$ cat config.mk
export PLATFORM = sky130hd
export DESIGN_NAME = gpio_irq_flat
export DESIGN_NICKNAME = d
export VERILOG_FILES = /design/src/rtl/gpio_irq_if.sv /design/src/rtl/gpio_irq.sv /design/src/flat_wrapper.sv
export SDC_FILE = /design/constraint.sdc
export NUM_CORES = 1
export LEC_CHECK = 0
export ABC_AREA = 1
export BUFFER_PORTS_ARGS = -buffer_cell sky130_fd_sc_hd__buf_2
export CORE_ASPECT_RATIO = 0.5
export CORE_MARGIN = 1.5
export CORE_UTILIZATION = 55
export DETAILED_ROUTE_END_ITERATION = 10
export PLACE_DENSITY_LB_ADDON = 0.12
export RECOVER_POWER = 50
export SLEW_MARGIN = 15
export SYNTH_ARGS = -nofsm -noshare
export SYNTH_HDL_FRONTEND = slang
export SYNTH_SLANG_ARGS = --single-unit
$ cat constraint.sdc
create_clock -name clk -period 25.2 [get_ports clk]
set_input_delay 1.26 -clock clk [delete_from_list [all_inputs] [get_ports clk]]
set_output_delay 1.26 -clock clk [all_outputs]
set_load 0.05 [all_outputs]
$ cat src/rtl/gpio_irq_if.sv
// APB slave bus bundle for the GPIO block: 16-bit byte address, 32-bit data.
// Handshake: a transfer is the setup cycle (psel) followed by an access cycle (psel & penable); pready is always 1.
interface gpio_irq_if;
    logic        psel;
    logic        penable;
    logic        pwrite;
    logic [15:0] paddr;
    logic [31:0] pwdata;
    logic [31:0] prdata;
    logic        pready;
    logic        pslverr;

    modport master (
        output psel, penable, pwrite, paddr, pwdata,
        input  prdata, pready, pslverr
    );

    modport slave (
        input  psel, penable, pwrite, paddr, pwdata,
        output prdata, pready, pslverr
    );
endinterface

$ cat src/rtl/gpio_irq.sv
// APB GPIO with atomic output updates, synchronised/debounced inputs and
// sticky W1C edge interrupt status driving one registered level irq.
module gpio_irq #(
    parameter int N_PADS      = 16,
    parameter int SYNC_STAGES = 2,
    parameter int DEBOUNCE_W  = 8
) (
    input  logic              clk,
    input  logic              rst,
    gpio_irq_if.slave         apbs,
    output logic [N_PADS-1:0] padout,
    output logic [N_PADS-1:0] padoe,
    input  logic [N_PADS-1:0] padin,
    output logic              irq
);
    localparam logic [15:0] A_OUT  = 16'h00;
    localparam logic [15:0] A_SET  = 16'h04;
    localparam logic [15:0] A_CLR  = 16'h08;
    localparam logic [15:0] A_XOR  = 16'h0C;
    localparam logic [15:0] A_DIR  = 16'h10;
    localparam logic [15:0] A_IN   = 16'h14;
    localparam logic [15:0] A_EN   = 16'h18;
    localparam logic [15:0] A_RISE = 16'h1C;
    localparam logic [15:0] A_FALL = 16'h20;
    localparam logic [15:0] A_STAT = 16'h24;
    localparam logic [15:0] A_DEB  = 16'h28;
    localparam logic [DEBOUNCE_W-1:0] ONE_D = 1;

    logic [N_PADS-1:0]     out_q, dir_q, en_q, rise_q, fall_q, stat_q;
    logic [DEBOUNCE_W-1:0] deb_q;
    logic [N_PADS-1:0]     sync_q [SYNC_STAGES];
    logic [DEBOUNCE_W-1:0] cnt_q  [N_PADS];
    logic [N_PADS-1:0]     f_q, fd_q;
    logic                  irq_q;

    logic              addr_ok, access, wr;
    logic [N_PADS-1:0] wdata, synced, rise, fall, clr;
    logic [31:0]       rd;
    logic              unused_bits;

    assign addr_ok = (apbs.paddr[1:0] == 2'b00) && (apbs.paddr <= A_DEB);
    assign access  = apbs.psel & apbs.penable;
    assign wr      = access & apbs.pwrite & addr_ok;
    assign wdata   = apbs.pwdata[N_PADS-1:0];
    assign unused_bits = ^apbs.pwdata;

    assign synced = sync_q[SYNC_STAGES-1];
    assign rise   = f_q & ~fd_q;
    assign fall   = ~f_q & fd_q;
    assign clr    = (wr && apbs.paddr == A_STAT) ? wdata : '0;

    always_ff @(posedge clk or posedge rst) begin
        if (rst) begin
            for (int k = 0; k < SYNC_STAGES; k++) sync_q[k] <= '0;
        end else begin
            sync_q[0] <= padin;
            for (int k = 1; k < SYNC_STAGES; k++) sync_q[k] <= sync_q[k-1];
        end
    end

    // A pin's filtered level flips only after the synced level has disagreed for DEBOUNCE consecutive cycles.
    always_ff @(posedge clk or posedge rst) begin
        if (rst) begin
            f_q  <= '0;
            fd_q <= '0;
            for (int i = 0; i < N_PADS; i++) cnt_q[i] <= '0;
        end else begin
            fd_q <= f_q;
            for (int i = 0; i < N_PADS; i++) begin
                if (deb_q == '0) begin
                    f_q[i]   <= synced[i];
                    cnt_q[i] <= '0;
                end else if (synced[i] == f_q[i]) begin
                    cnt_q[i] <= '0;
                end else if (cnt_q[i] >= deb_q - ONE_D) begin
                    f_q[i]   <= ~f_q[i];
                    cnt_q[i] <= '0;
                end else begin
                    cnt_q[i] <= cnt_q[i] + ONE_D;
                end
            end
        end
    end

    always_ff @(posedge clk or posedge rst) begin
        if (rst) begin
            out_q  <= '0;
            dir_q  <= '0;
            en_q   <= '0;
            rise_q <= '0;
            fall_q <= '0;
            deb_q  <= '0;
        end else if (wr) begin
            case (apbs.paddr)
                A_OUT:   out_q  <= wdata;
                A_SET:   out_q  <= out_q | wdata;
                A_CLR:   out_q  <= out_q & ~wdata;
                A_XOR:   out_q  <= out_q ^ wdata;
                A_DIR:   dir_q  <= wdata;
                A_EN:    en_q   <= wdata;
                A_RISE:  rise_q <= wdata;
                A_FALL:  fall_q <= wdata;
                A_DEB:   deb_q  <= apbs.pwdata[DEBOUNCE_W-1:0];
                default: ;
            endcase
        end
    end

    // New edges are OR-ed in after the clear so a coincident edge keeps its bit set.
    always_ff @(posedge clk or posedge rst) begin
        if (rst) begin
            stat_q <= '0;
            irq_q  <= 1'b0;
        end else begin
            stat_q <= (stat_q & ~clr) | (rise & rise_q) | (fall & fall_q);
            irq_q  <= |(stat_q & en_q);
        end
    end

    always_comb begin
        rd = '0;
        if (apbs.psel && addr_ok) begin
            case (apbs.paddr)
                A_OUT:   rd[N_PADS-1:0]     = out_q;
                A_DIR:   rd[N_PADS-1:0]     = dir_q;
                A_IN:    rd[N_PADS-1:0]     = f_q;
                A_EN:    rd[N_PADS-1:0]     = en_q;
                A_RISE:  rd[N_PADS-1:0]     = rise_q;
                A_FALL:  rd[N_PADS-1:0]     = fall_q;
                A_STAT:  rd[N_PADS-1:0]     = stat_q;
                A_DEB:   rd[DEBOUNCE_W-1:0] = deb_q;
                default: rd = '0;
            endcase
        end
    end

    assign apbs.prdata  = rd;
    assign apbs.pready  = 1'b1;
    assign apbs.pslverr = access & ~addr_ok;
    assign padout       = out_q;
    assign padoe        = dir_q;
    assign irq          = irq_q;
endmodule
$ cat src/flat_wrapper.sv
// flat-port wrapper written by rule: the top's interface ports become plain ports
module gpio_irq_flat 
#(
    parameter int N_PADS      = 16,
    parameter int SYNC_STAGES = 2,
    parameter int DEBOUNCE_W  = 8
)
  (clk, rst, padout, padoe, padin, irq, apbs_psel, apbs_penable, apbs_pwrite, apbs_paddr, apbs_pwdata, apbs_prdata, apbs_pready, apbs_pslverr);
  gpio_irq_if apbs_i ();
  input  logic clk;
  input  logic rst;
  output logic [N_PADS-1:0] padout;
  output logic [N_PADS-1:0] padoe;
  input  logic [N_PADS-1:0] padin;
  output logic irq;
  input wire logic [$bits(apbs_i.psel)-1:0] apbs_psel;
  input wire logic [$bits(apbs_i.penable)-1:0] apbs_penable;
  input wire logic [$bits(apbs_i.pwrite)-1:0] apbs_pwrite;
  input wire logic [$bits(apbs_i.paddr)-1:0] apbs_paddr;
  input wire logic [$bits(apbs_i.pwdata)-1:0] apbs_pwdata;
  output wire logic [$bits(apbs_i.prdata)-1:0] apbs_prdata;
  output wire logic [$bits(apbs_i.pready)-1:0] apbs_pready;
  output wire logic [$bits(apbs_i.pslverr)-1:0] apbs_pslverr;
  assign apbs_i.psel = apbs_psel;
  assign apbs_i.penable = apbs_penable;
  assign apbs_i.pwrite = apbs_pwrite;
  assign apbs_i.paddr = apbs_paddr;
  assign apbs_i.pwdata = apbs_pwdata;
  assign apbs_prdata = apbs_i.prdata;
  assign apbs_pready = apbs_i.pready;
  assign apbs_pslverr = apbs_i.pslverr;
  gpio_irq #(.N_PADS(N_PADS), .SYNC_STAGES(SYNC_STAGES), .DEBOUNCE_W(DEBOUNCE_W)) u_core (.clk(clk), .rst(rst), .apbs(apbs_i), .padout(padout), .padoe(padoe), .padin(padin), .irq(irq));
endmodule
==> results.json <==
{
  "synth_area_leader_cell": "dfrtp_1",
  "path_class": "primary input to asynchronous set/reset pin",
  "grt_use_total_pct": 25.9,
  "vias": 14400,
  "synth_area_leaders": "dfrtp_1 42%, nand2_1 14%, ha_1 9.2%, inv_1 6.3%, nand3_1 5.6%",
  "fmax_ghz": 0.0802,
  "crit_path_end_kind": "asynchronous set/reset pin",
  "cts_root_buffer": "clkbuf_16",
  "violations": "capacitance limit, slew limit",
  "largest_register_ffs": 128,
  "synth_edf_count": 0,
  "design.die.area_mm2": 0.0331,
  "cts_sinks": 297,
  "worst_pin_slew_ns": 8.57,
  "drt_wl_total_um": 42400,
  "synth-seq-cells": 297,
  "die_w_um": 256,
  "antenna_left": 0,
  "start_util_pct": 55.7,
  "grt_pass1_vias": 13000,
  "synth.distinct_cells": 40,
  "setup-tns-final_ns": 0,
  "fin_crit_sh_pct": 49.5,
  "synth_warnings": 0,
  "critPathMaxFanout": 166,
  "hold_viol": 0,
  "clk_latency_ns": 0.56,
  "path_clk_slew_ns": 0.06,
  "dr.pass1.iters": 8,
  "hold_depth": 0,
  "drt_iter0_markers": 1183,
  "cts_resized": 0,
  "drc": 0,
  "synth_area_mm2": 0.0176,
  "overflow": 0,
  "area_growth_pct": 9.30,
  "maxSlewViolCount": 300,
  "ys_seq_area_share_pct": 42.3,
  "cp-start-kind": "primary input",
  "rows": 46,
  "synth_commonest_cells": "635 x nand2_1, 297 x dfrtp_1, 296 x inv_1",
  "status": "finished with violations",
  "cts_tree": "done",
  "yosysMostFrequentCell": "nand2_1",
  "post_cts_buffers": 0,
  "ctsLongestPathBuffers": 3,
  "hold_path.class": "register to register",
  "wire_per_inst_um": 15.1,
  "fill_cells": 2900,
  "fin_crit_ns": 12.46,
  "cap_violations": 2,
  "grt_pass1_wl_um": 68000,
  "fin_skew_ns": 0.0135,
  "synth_top_area_share_pct": 42.3,
  "syn_avg_cell_area_um2": 7.77,
  "setup_viol": 0,
  "grt_max_degree": 167,
  "grt_antenna_before_repair": 0,
  "worstPathArrival_ns": 10.99,
  "core-area_mm2": 0.0316,
  "cts_max_level": 1,
  "vdd_drop_max_v": 0.0000497,
  "hold_buffers": 0,
  "crit_required_ns": 23.72,
  "hpwl_um": 27700,
  "regMostFlops": "u_core.cnt_q",
  "grt_setup_unrepaired": "no",
  "io_pins": 136,
  "synthCells": 2263,
  "leakage_nw": 9.82,
  "drive_gt1_share_pct": 7.53,
  "p_total_mw": 0.944,
  "r2r_cells": 12,
  "die_h_um": 129,
  "power_density_mw_per_mm2": 49.1,
  "synthArstFlopShare_pct": 100,
  "n_antenna_cell": 0,
  "viasPerCell": 5.13,
  "slew_headroom_pct": -471,
  "portBuffers": 102,
  "cts_made_buffers": 29,
  "synth_flop_cell": "dfrtp_1",
  "fin_nets": 2554,
  "globalplace.congestion": 0.872
}
==> path summary, 6_finish.rpt <==
path                                   startpoint                 to  slack [ns]
worst max register to register    u_core.deb_q[0]   u_core.cnt_q[75]       21.85
max in group clk                   apbs_paddr[13]     apbs_prdata[8]       19.42
worst min register to register  u_core.sync_q[27]  u_core.synced[11]        0.35
min in group asynchronous                     rst  u_core.cnt_q[120]        2.42
worst max-delay path                          rst    u_core.fd_q[12]       12.74
worst min-delay path            u_core.sync_q[27]  u_core.synced[11]        0.35
==> stage by stage <==
step	setup slack, ns	area [um^2]	hold WS (ns)	std cells	util (%)
floorplan	15.74	17600	0.331	2278	-
global placement	19.58	18400	0.333	2756	58.3
detailed placement	19.58	18400	0.335	2756	58.3
CTS	19.56	19300	0.349	2809	61.1
global route	10.20	19200	0.359	2809	60.8
finish	12.74	19200	0.347	2809	60.8
==> placed cells by master (no fill, tap or decap), drive strengths merged <==
cell type / Yosys / final
buf: 51 / 70
o22ai: 2 / 2
a21oi: 32 / 32
nand4: 9 / 9
nor3: 12 / 12
dfrtp: 297 / 297
xor2: 77 / 77
clkbuf: 7 / 78
nand3: 208 / 208
nor3b: 6 / 6
ha: 130 / 130
o21ai: 160 / 160
conb: 2 / 17
xnor2: 10 / 10
clkinvlp: 0 / 1
nor2: 265 / 265
a21boi: 1 / 1
and3: 1 / 1
a2111oi: 1 / 1
nand2: 652 / 652
clkinv: 6 / 14
nand3b: 30 / 30
a22o: 2 / 2
inv: 302 / 302
==> where the power goes <==
group	total (mW)	switching, mW	internal (mW)
combinational	0.0355	0.0285	0.00696
clock	0.420	0.193	0.228
sequential	0.488	0.00587	0.482
==> metal layers <==
layer  share of wire [%]  global-route usage (%)  vias up
met2                  44                    41.4      349
met5                   0                       0        -
met3                 6.0                    3.68       54
li1                    -                       -     7276
met4                 1.7                    5.71        0
met1                  48                    37.5     6718
==> final cells by class <==
class	instances	area, um^2	share of cell area (%)
multi-input combinational	1615	8720	45.4
sequential	297	7430	38.7
inverter	308	1170	6.07
clock buffer	44	832	4.33
tap	432	541	2.81
timing repair buffer	104	480	2.50
clock inverter	9	51.3	0.267
==> critical path, stage by stage <==
cell and delay [ns]:
buf_2 0.10, clkinvlp_2 3.13, clkbuf_1 6.19
==> kinds of logic (layout without fill, tap and decap cells) <==
| kind of cell | count (synthesis) | count (layout) | synth area share (%) |
|---|---|---|---|
| other cells | 2 | 17 | 0.0427 |
| buf+inv | 366 | 465 | 8.69 |
| xor+xnor | 87 | 87 | 4.33 |
| fa+ha+maj | 130 | 130 | 9.25 |
| compound gates | 198 | 198 | 5.73 |
| flops | 297 | 297 | 42.3 |
| simple gates | 1183 | 1183 | 29.7 |
No activity file was read; power rests on OpenSTA's default activity.
